$ cat config.mk
export PLATFORM = sky130hd
export DESIGN_NAME = systolic_drain_collector
export DESIGN_NICKNAME = d
export VERILOG_FILES = /design/src/rtl/systolic_pkg.sv /design/src/rtl/result_buffer_nxn.sv /design/src/rtl/systolic_drain_collector.sv
export SDC_FILE = /design/constraint.sdc
export NUM_CORES = 1
export LEC_CHECK = 0
export ABC_CLOCK_PERIOD_IN_PS = 5450
export CORE_MARGIN = 2
export CORE_UTILIZATION = 55
export CTS_BUF_LIST = sky130_fd_sc_hd__clkbuf_2 sky130_fd_sc_hd__clkbuf_4 sky130_fd_sc_hd__clkbuf_8
export DETAILED_ROUTE_END_ITERATION = 10
export GPL_TIMING_DRIVEN = 1
export HOLD_SLACK_MARGIN = 0.1
export MAX_ROUTING_LAYER = met4
export PLACE_DENSITY = 0.79
export REMOVE_ABC_BUFFERS = 1
export SLEW_MARGIN = 10
export SYNTH_ARGS = -nofsm -noshare
export SYNTH_HDL_FRONTEND = slang
export SYNTH_SLANG_ARGS = --single-unit
$ cat constraint.sdc
create_clock -name i_clk -period 5.45 [get_ports i_clk]
set_input_delay 0.545 -clock i_clk [delete_from_list [all_inputs] [get_ports i_clk]]
set_output_delay 0.545 -clock i_clk [all_outputs]
set_load 0.005 [all_outputs]
$ cat src/rtl/systolic_pkg.sv
// Shared constants and FSM encoding for the systolic array drain path.
// Default array size and word width live here.
package systolic_pkg;

    localparam int SYS_N       = 4;
    localparam int SYS_W       = 32;
    localparam int FRAME_BEATS = SYS_N * SYS_N;

    typedef enum logic [1:0] {
        IDLE    = 2'd0,
        CAPTURE = 2'd1,
        STREAM  = 2'd2
    } drain_state_t;

endpackage

$ cat src/rtl/result_buffer_nxn.sv
// NxN word store: one full row written per cycle, one word read
// combinationally. Contents are intentionally not reset.
module result_buffer_nxn #(
    parameter int N = 4,
    parameter int W = 32
) (
    input  logic                 clk_i,
    input  logic                 we_i,
    input  logic [$clog2(N)-1:0] wrow_i,
    input  logic [N*W-1:0]       wdata_i,
    input  logic [$clog2(N)-1:0] rrow_i,
    input  logic [$clog2(N)-1:0] rcol_i,
    output logic [W-1:0]         rdata_o
);

    logic [W-1:0] mem_q [N][N];

    always_ff @(posedge clk_i) begin
        if (we_i) begin
            for (int c = 0; c < N; c++) begin
                mem_q[wrow_i][c] <= wdata_i[c*W +: W];
            end
        end
    end

    assign rdata_o = mem_q[rrow_i][rcol_i];

endmodule

$ cat src/rtl/systolic_drain_collector.sv
// Captures the column-parallel drain of the systolic array and replays it
// row-major on AXI4-Stream. Define DRAIN_RELU_EN to clamp negatives at capture.
module systolic_drain_collector
    import systolic_pkg::*;
#(
    parameter int N = SYS_N,
    parameter int W = SYS_W
) (
    input  logic           i_clk,
    input  logic           i_rst,
    input  logic           i_col_valid,
    input  logic [N*W-1:0] i_col_data,
    output logic           o_busy,
    output logic           o_overflow,
    output logic [W-1:0]   m_axis_tdata,
    output logic           m_axis_tvalid,
    input  logic           m_axis_tready,
    output logic           m_axis_tlast
);

    localparam int KW    = $clog2(N);
    localparam int BW    = $clog2(N*N);
    localparam int BEATS = N * N;

    drain_state_t state_q, state_d;
    logic [KW-1:0] k_q, k_d;
    logic [BW-1:0] b_q, b_d, b_nxt;
    logic [W-1:0]  tdata_q, tdata_d;
    logic          tvalid_q, tvalid_d;
    logic          tlast_q, tlast_d;
    logic          busy_q, busy_d;
    logic          ovf_q, ovf_d;

    logic           we;
    logic [KW-1:0]  wr_row, rd_row, rd_col;
    logic [N*W-1:0] cap_data;
    logic [W-1:0]   rd_data;

    always_comb begin
        cap_data = i_col_data;
`ifdef DRAIN_RELU_EN
        for (int c = 0; c < N; c++) begin
            if (i_col_data[c*W + W - 1]) cap_data[c*W +: W] = '0;
        end
`endif
    end

    // Bottom row drains first, so capture k lands in row N-1-k.
    assign wr_row = KW'(N - 1) - k_q;
    assign b_nxt  = b_q + 1'b1;
    assign rd_row = KW'(b_nxt / BW'(N));
    assign rd_col = KW'(b_nxt % BW'(N));

    result_buffer_nxn #(.N(N), .W(W)) u_buf (
        .clk_i   (i_clk),
        .we_i    (we),
        .wrow_i  (wr_row),
        .wdata_i (cap_data),
        .rrow_i  (rd_row),
        .rcol_i  (rd_col),
        .rdata_o (rd_data)
    );

    always_comb begin
        state_d  = state_q;
        k_d      = k_q;
        b_d      = b_q;
        tdata_d  = tdata_q;
        tvalid_d = tvalid_q;
        tlast_d  = tlast_q;
        busy_d   = busy_q;
        ovf_d    = ovf_q;
        we       = 1'b0;
        unique case (state_q)
            IDLE, CAPTURE: begin
                if (i_col_valid) begin
                    we     = 1'b1;
                    busy_d = 1'b1;
                    if (k_q == KW'(N - 1)) begin
                        // Row 0 is being written now; forward beat 0 directly.
                        k_d      = '0;
                        b_d      = '0;
                        state_d  = STREAM;
                        tvalid_d = 1'b1;
                        tlast_d  = 1'b0;
                        tdata_d  = cap_data[W-1:0];
                    end else begin
                        k_d     = k_q + 1'b1;
                        state_d = CAPTURE;
                    end
                end
            end
            STREAM: begin
                if (i_col_valid) ovf_d = 1'b1;
                if (tvalid_q && m_axis_tready) begin
                    if (b_q == BW'(BEATS - 1)) begin
                        state_d  = IDLE;
                        b_d      = '0;
                        tvalid_d = 1'b0;
                        tlast_d  = 1'b0;
                        busy_d   = 1'b0;
                    end else begin
                        b_d     = b_nxt;
                        tdata_d = rd_data;
                        tlast_d = (b_nxt == BW'(BEATS - 1));
                    end
                end
            end
            default: state_d = IDLE;
        endcase
    end

    always_ff @(posedge i_clk or negedge i_rst) begin
        if (!i_rst) begin
            state_q  <= IDLE;
            k_q      <= '0;
            b_q      <= '0;
            tdata_q  <= '0;
            tvalid_q <= 1'b0;
            tlast_q  <= 1'b0;
            busy_q   <= 1'b0;
            ovf_q    <= 1'b0;
        end else begin
            state_q  <= state_d;
            k_q      <= k_d;
            b_q      <= b_d;
            tdata_q  <= tdata_d;
            tvalid_q <= tvalid_d;
            tlast_q  <= tlast_d;
            busy_q   <= busy_d;
            ovf_q    <= ovf_d;
        end
    end

    assign o_busy        = busy_q;
    assign o_overflow    = ovf_q;
    assign m_axis_tdata  = tdata_q;
    assign m_axis_tvalid = tvalid_q;
    assign m_axis_tlast  = tlast_q;

endmodule

==> results.md <==
- Yosys reg bits: about 560
- Post-synth top area share: around two thirds
- Multi-input gate area in the final layout: about 5600 sq um
- Cts bufs inserted: slightly above 80
- Mapped Area: ~23000 sq um
- Mapped Cells: 1427
- Pre-Repair DR Iteration Count: 5
- Worst setup SP type: register
- Seq/Total Area, Yosys: 73.1%
- Die Width: 206 um
- Vias in the first global route: roughly 14k
- # setup viols final: 0
- Critical Path AT: around 4.3 ns
- Global-route wire length before repair: slightly above 80 mm
- # Post-CTS Setup Buffers: 0
- GR Util All Layers: around a quarter
- CP max stage cell: nor2b_4
- Via density: 6.41
- Post-synth EDFFs: between 500 and 600
- Overall die height: 206 um
- Post-Place Cells: between 2k and 2.5k
- CTS clk-pin slew, worst paths: about 0.06 ns
- Vias: about 14k
- Clock Skews: 0.0236 ns
- CTS-repair resized insts: 0
- Htree depth: 3
- Final nets: between 1.5k and 2k
- Clk_lat worst skew: ~0.63 ns
- Detailed-route DRC error count: 0
- Crit Path Max Fanout: between 70 and 80
- RR Startpoint: b_q[0]$_DFFE_PN0P_
- HP Class: reg -> reg
- DRT iter0 DRCs: ~1.5k
- Total power: between 10 and 15 mW
- DRT antenna net count: 0
- Post-synth top flop: edfxtp_1
- RSZ-0062 raised after global routing: no
- Final worst slack: 1.63 ns
- Top cells by area, synth: edfxtp_1, mux2i_1, dfrtp_1
- Routed len/inst: 25.1 um
- Cell taking the most area after synthesis: edfxtp_1
- Num rows: 74
- Outcome: completed
- Post-route clock period utilization: 70.1%
- Drt total wl: approximately 55 mm
- Fin util: 64.8%
- Clk root buf: clkbuf_8
- Clock Tree Buf Depth: 3
- Slew HR: 14.2%
- Worst setup path startpoint: b_q[0]$_DFFE_PN0P_
- # IOs: between 150 and 200
- Area grow syn2layout: 17.0%
- Max-cap violations: 0
- Non-filler cells, final: around 2.2k
- Count of cell types in the netlist: 56
- FF+latch area: 16500 sq um
- Minimum clock period: around 3.8 ns
- Internal reg-to-reg setup slack: 1.63 ns
- Yosys warning count: 0
- Core area: just over 40000 sq um
- CTS Hold Buffers Added: 1
- Initial antenna violation count: 2
- CTS tree: yes
- GP Congestion: about 0.8
- Fmax: ~0.26 GHz
- Min Hold Slack: ~0.47 ns
- Starting Density: a little under three fifths
- Mean area per synthesized cell: about 16 sq um
- Most common cell after layout, fill and taps aside: edfxtp_1
- Worst reg2reg path endpoint: m_axis_tdata[0]$_DFFE_PN0P_
- Clock sinks: roughly 560
- Pre-CTS WS: ~1.7 ns
- R2R depth: 7
- Setup crit end: m_axis_tdata[0]$_DFFE_PN0P_
- Final hold viol count: 0
- CP Capture Type: register
- CP Cell Sequence: buf_4, inv_1, ha_1, nor2b_4, o221ai_1, nand4_1, o31ai_1
- DIE AREA: between 40000 and 50000 sq um
- VDD IR max: between 0.2 and 0.25 mV
- Worst-Margin Slew: between 1 and 1.5 ns
- Leakage: between 8 and 9 nW
- Pwr Density: about 430 nW/um^2
- Critical Path RT: about 6 ns
- Largest net degree at the start of global routing: 129
- Share of cells above drive strength 1: between 10% and 20%
- Layout fillers: roughly 2.8k
- CP max stage delay: between 1 and 1.5 ns
- Asr flop ratio synth: ~7.9%
- Setup CP Type: reg -> reg
- GR Overflow Total: 0
- PortBufs: about 170
- Detailed Place HPWL: just under 30 mm
- Most frequent cells in the layout: edfxtp_1, clkdlybuf4s50_1, mux2i_1
- Pins Over Slew Limit: 0
worst min path at each step:
stage	startpoint	end	slack (ns)	cells after the start
2_1_floorplan	i_rst	b_q[0]$_DFFE_PN0P_	0.25	0
3_3_place_gp	state_q[1]$_DFFE_PN0P_	state_q[0]$_DFFE_PN0P_	0.43	1
3_5_place_dp	state_q[1]$_DFFE_PN0P_	state_q[0]$_DFFE_PN0P_	0.45	1
4_1_cts	state_q[1]$_DFFE_PN0P_	state_q[0]$_DFFE_PN0P_	0.46	1
5_1_grt	o_overflow$_DFFE_PN0P_	o_overflow$_DFFE_PN0P_	0.48	1
6_report	o_overflow$_DFFE_PN0P_	o_overflow$_DFFE_PN0P_	0.47	1
metrics by stage:
| step | TNS, ns | area [sq um] |
|---|---|---|
| 3_5_place_dp | 0 | 24600 |
| 5_1_grt | 0 | 26400 |
| 2_1_floorplan | -109.14 | 22000 |
| 3_3_place_gp | 0 | 24600 |
| 4_1_cts | 0 | 26300 |
| 6_report | 0 | 26400 |
routing by layer:
| layer | vias up | track usage [%] | share of wire (%) |
|---|---|---|---|
| met2 | 803 | 41.8 | 49 |
| li1 | 6078 | - | - |
| met1 | 7059 | 35.8 | 40 |
| met3 | 101 | 4.87 | 9.3 |
| met4 | 0 | 8.95 | 1.8 |
| met5 | - | - | 0 |
where the power goes:
| group | switching (mW) | internal [mW] |
|---|---|---|
| Combinational | 1.21 | 0.709 |
| Sequential | 0.310 | 5.63 |
| Clock | 1.56 | 1.89 |
final cells by class:
| class | count | share of cell area (%) |
|---|---|---|
| clock buffers | 120 | 5.60 |
| repair buffers | 185 | 7.04 |
| well taps | 532 | 2.53 |
| flip-flops and latches | 556 | 62.5 |
| diodes | 3 | 0.0285 |
| multi-input cells | 754 | 21.2 |
| clock inverters | 35 | 0.921 |
| inverters | 7 | 0.119 |
critical path: cells and delay by family, from the launching register on:
| kind | cells | cell delay (ns) |
|---|---|---|
| simple gates | 2 | 1.28 |
| buf+inv | 2 | 0.99 |
| fa+ha+maj | 1 | 0.57 |
| compound gates | 2 | 0.44 |
| flops | 1 | 0.40 |
cell usage after synthesis (all sizes together) (32+ instances only):
library cell,number
a22oi,32
a31oi,32
buf,54
clkbuf,56
dfrtp,44
edfxtp,512
mux2i,131
nand2,52
nand3,96
nor2,35
nor2b,34
o21ai,100
o31ai,35
sequential cells by signal (all words and copies together), names as in the netlist:
| name | count |
|---|---|
| m_axis_tlast | 1 |
| k_q | 2 |
| state_q | 2 |
| b_q | 4 |
| m_axis_tvalid | 1 |
| o_busy | 1 |
| m_axis_tdata | 32 |
| u_buf.mem_q | 512 |
| o_overflow | 1 |
logic make-up after synthesis:
group | Yosys count | synth area share, %
buffers and inverters | 117 | 2.58
multiplexers | 132 | 5.92
flip-flops | 556 | 73.1
AND/OR/NAND/NOR | 271 | 6.18
XOR/XNOR | 2 | 0.111
AO/OA/AOI/OAI | 343 | 11.8
adder cells (fa/ha/maj) | 6 | 0.333
Power figures use the tool's default switching activity.
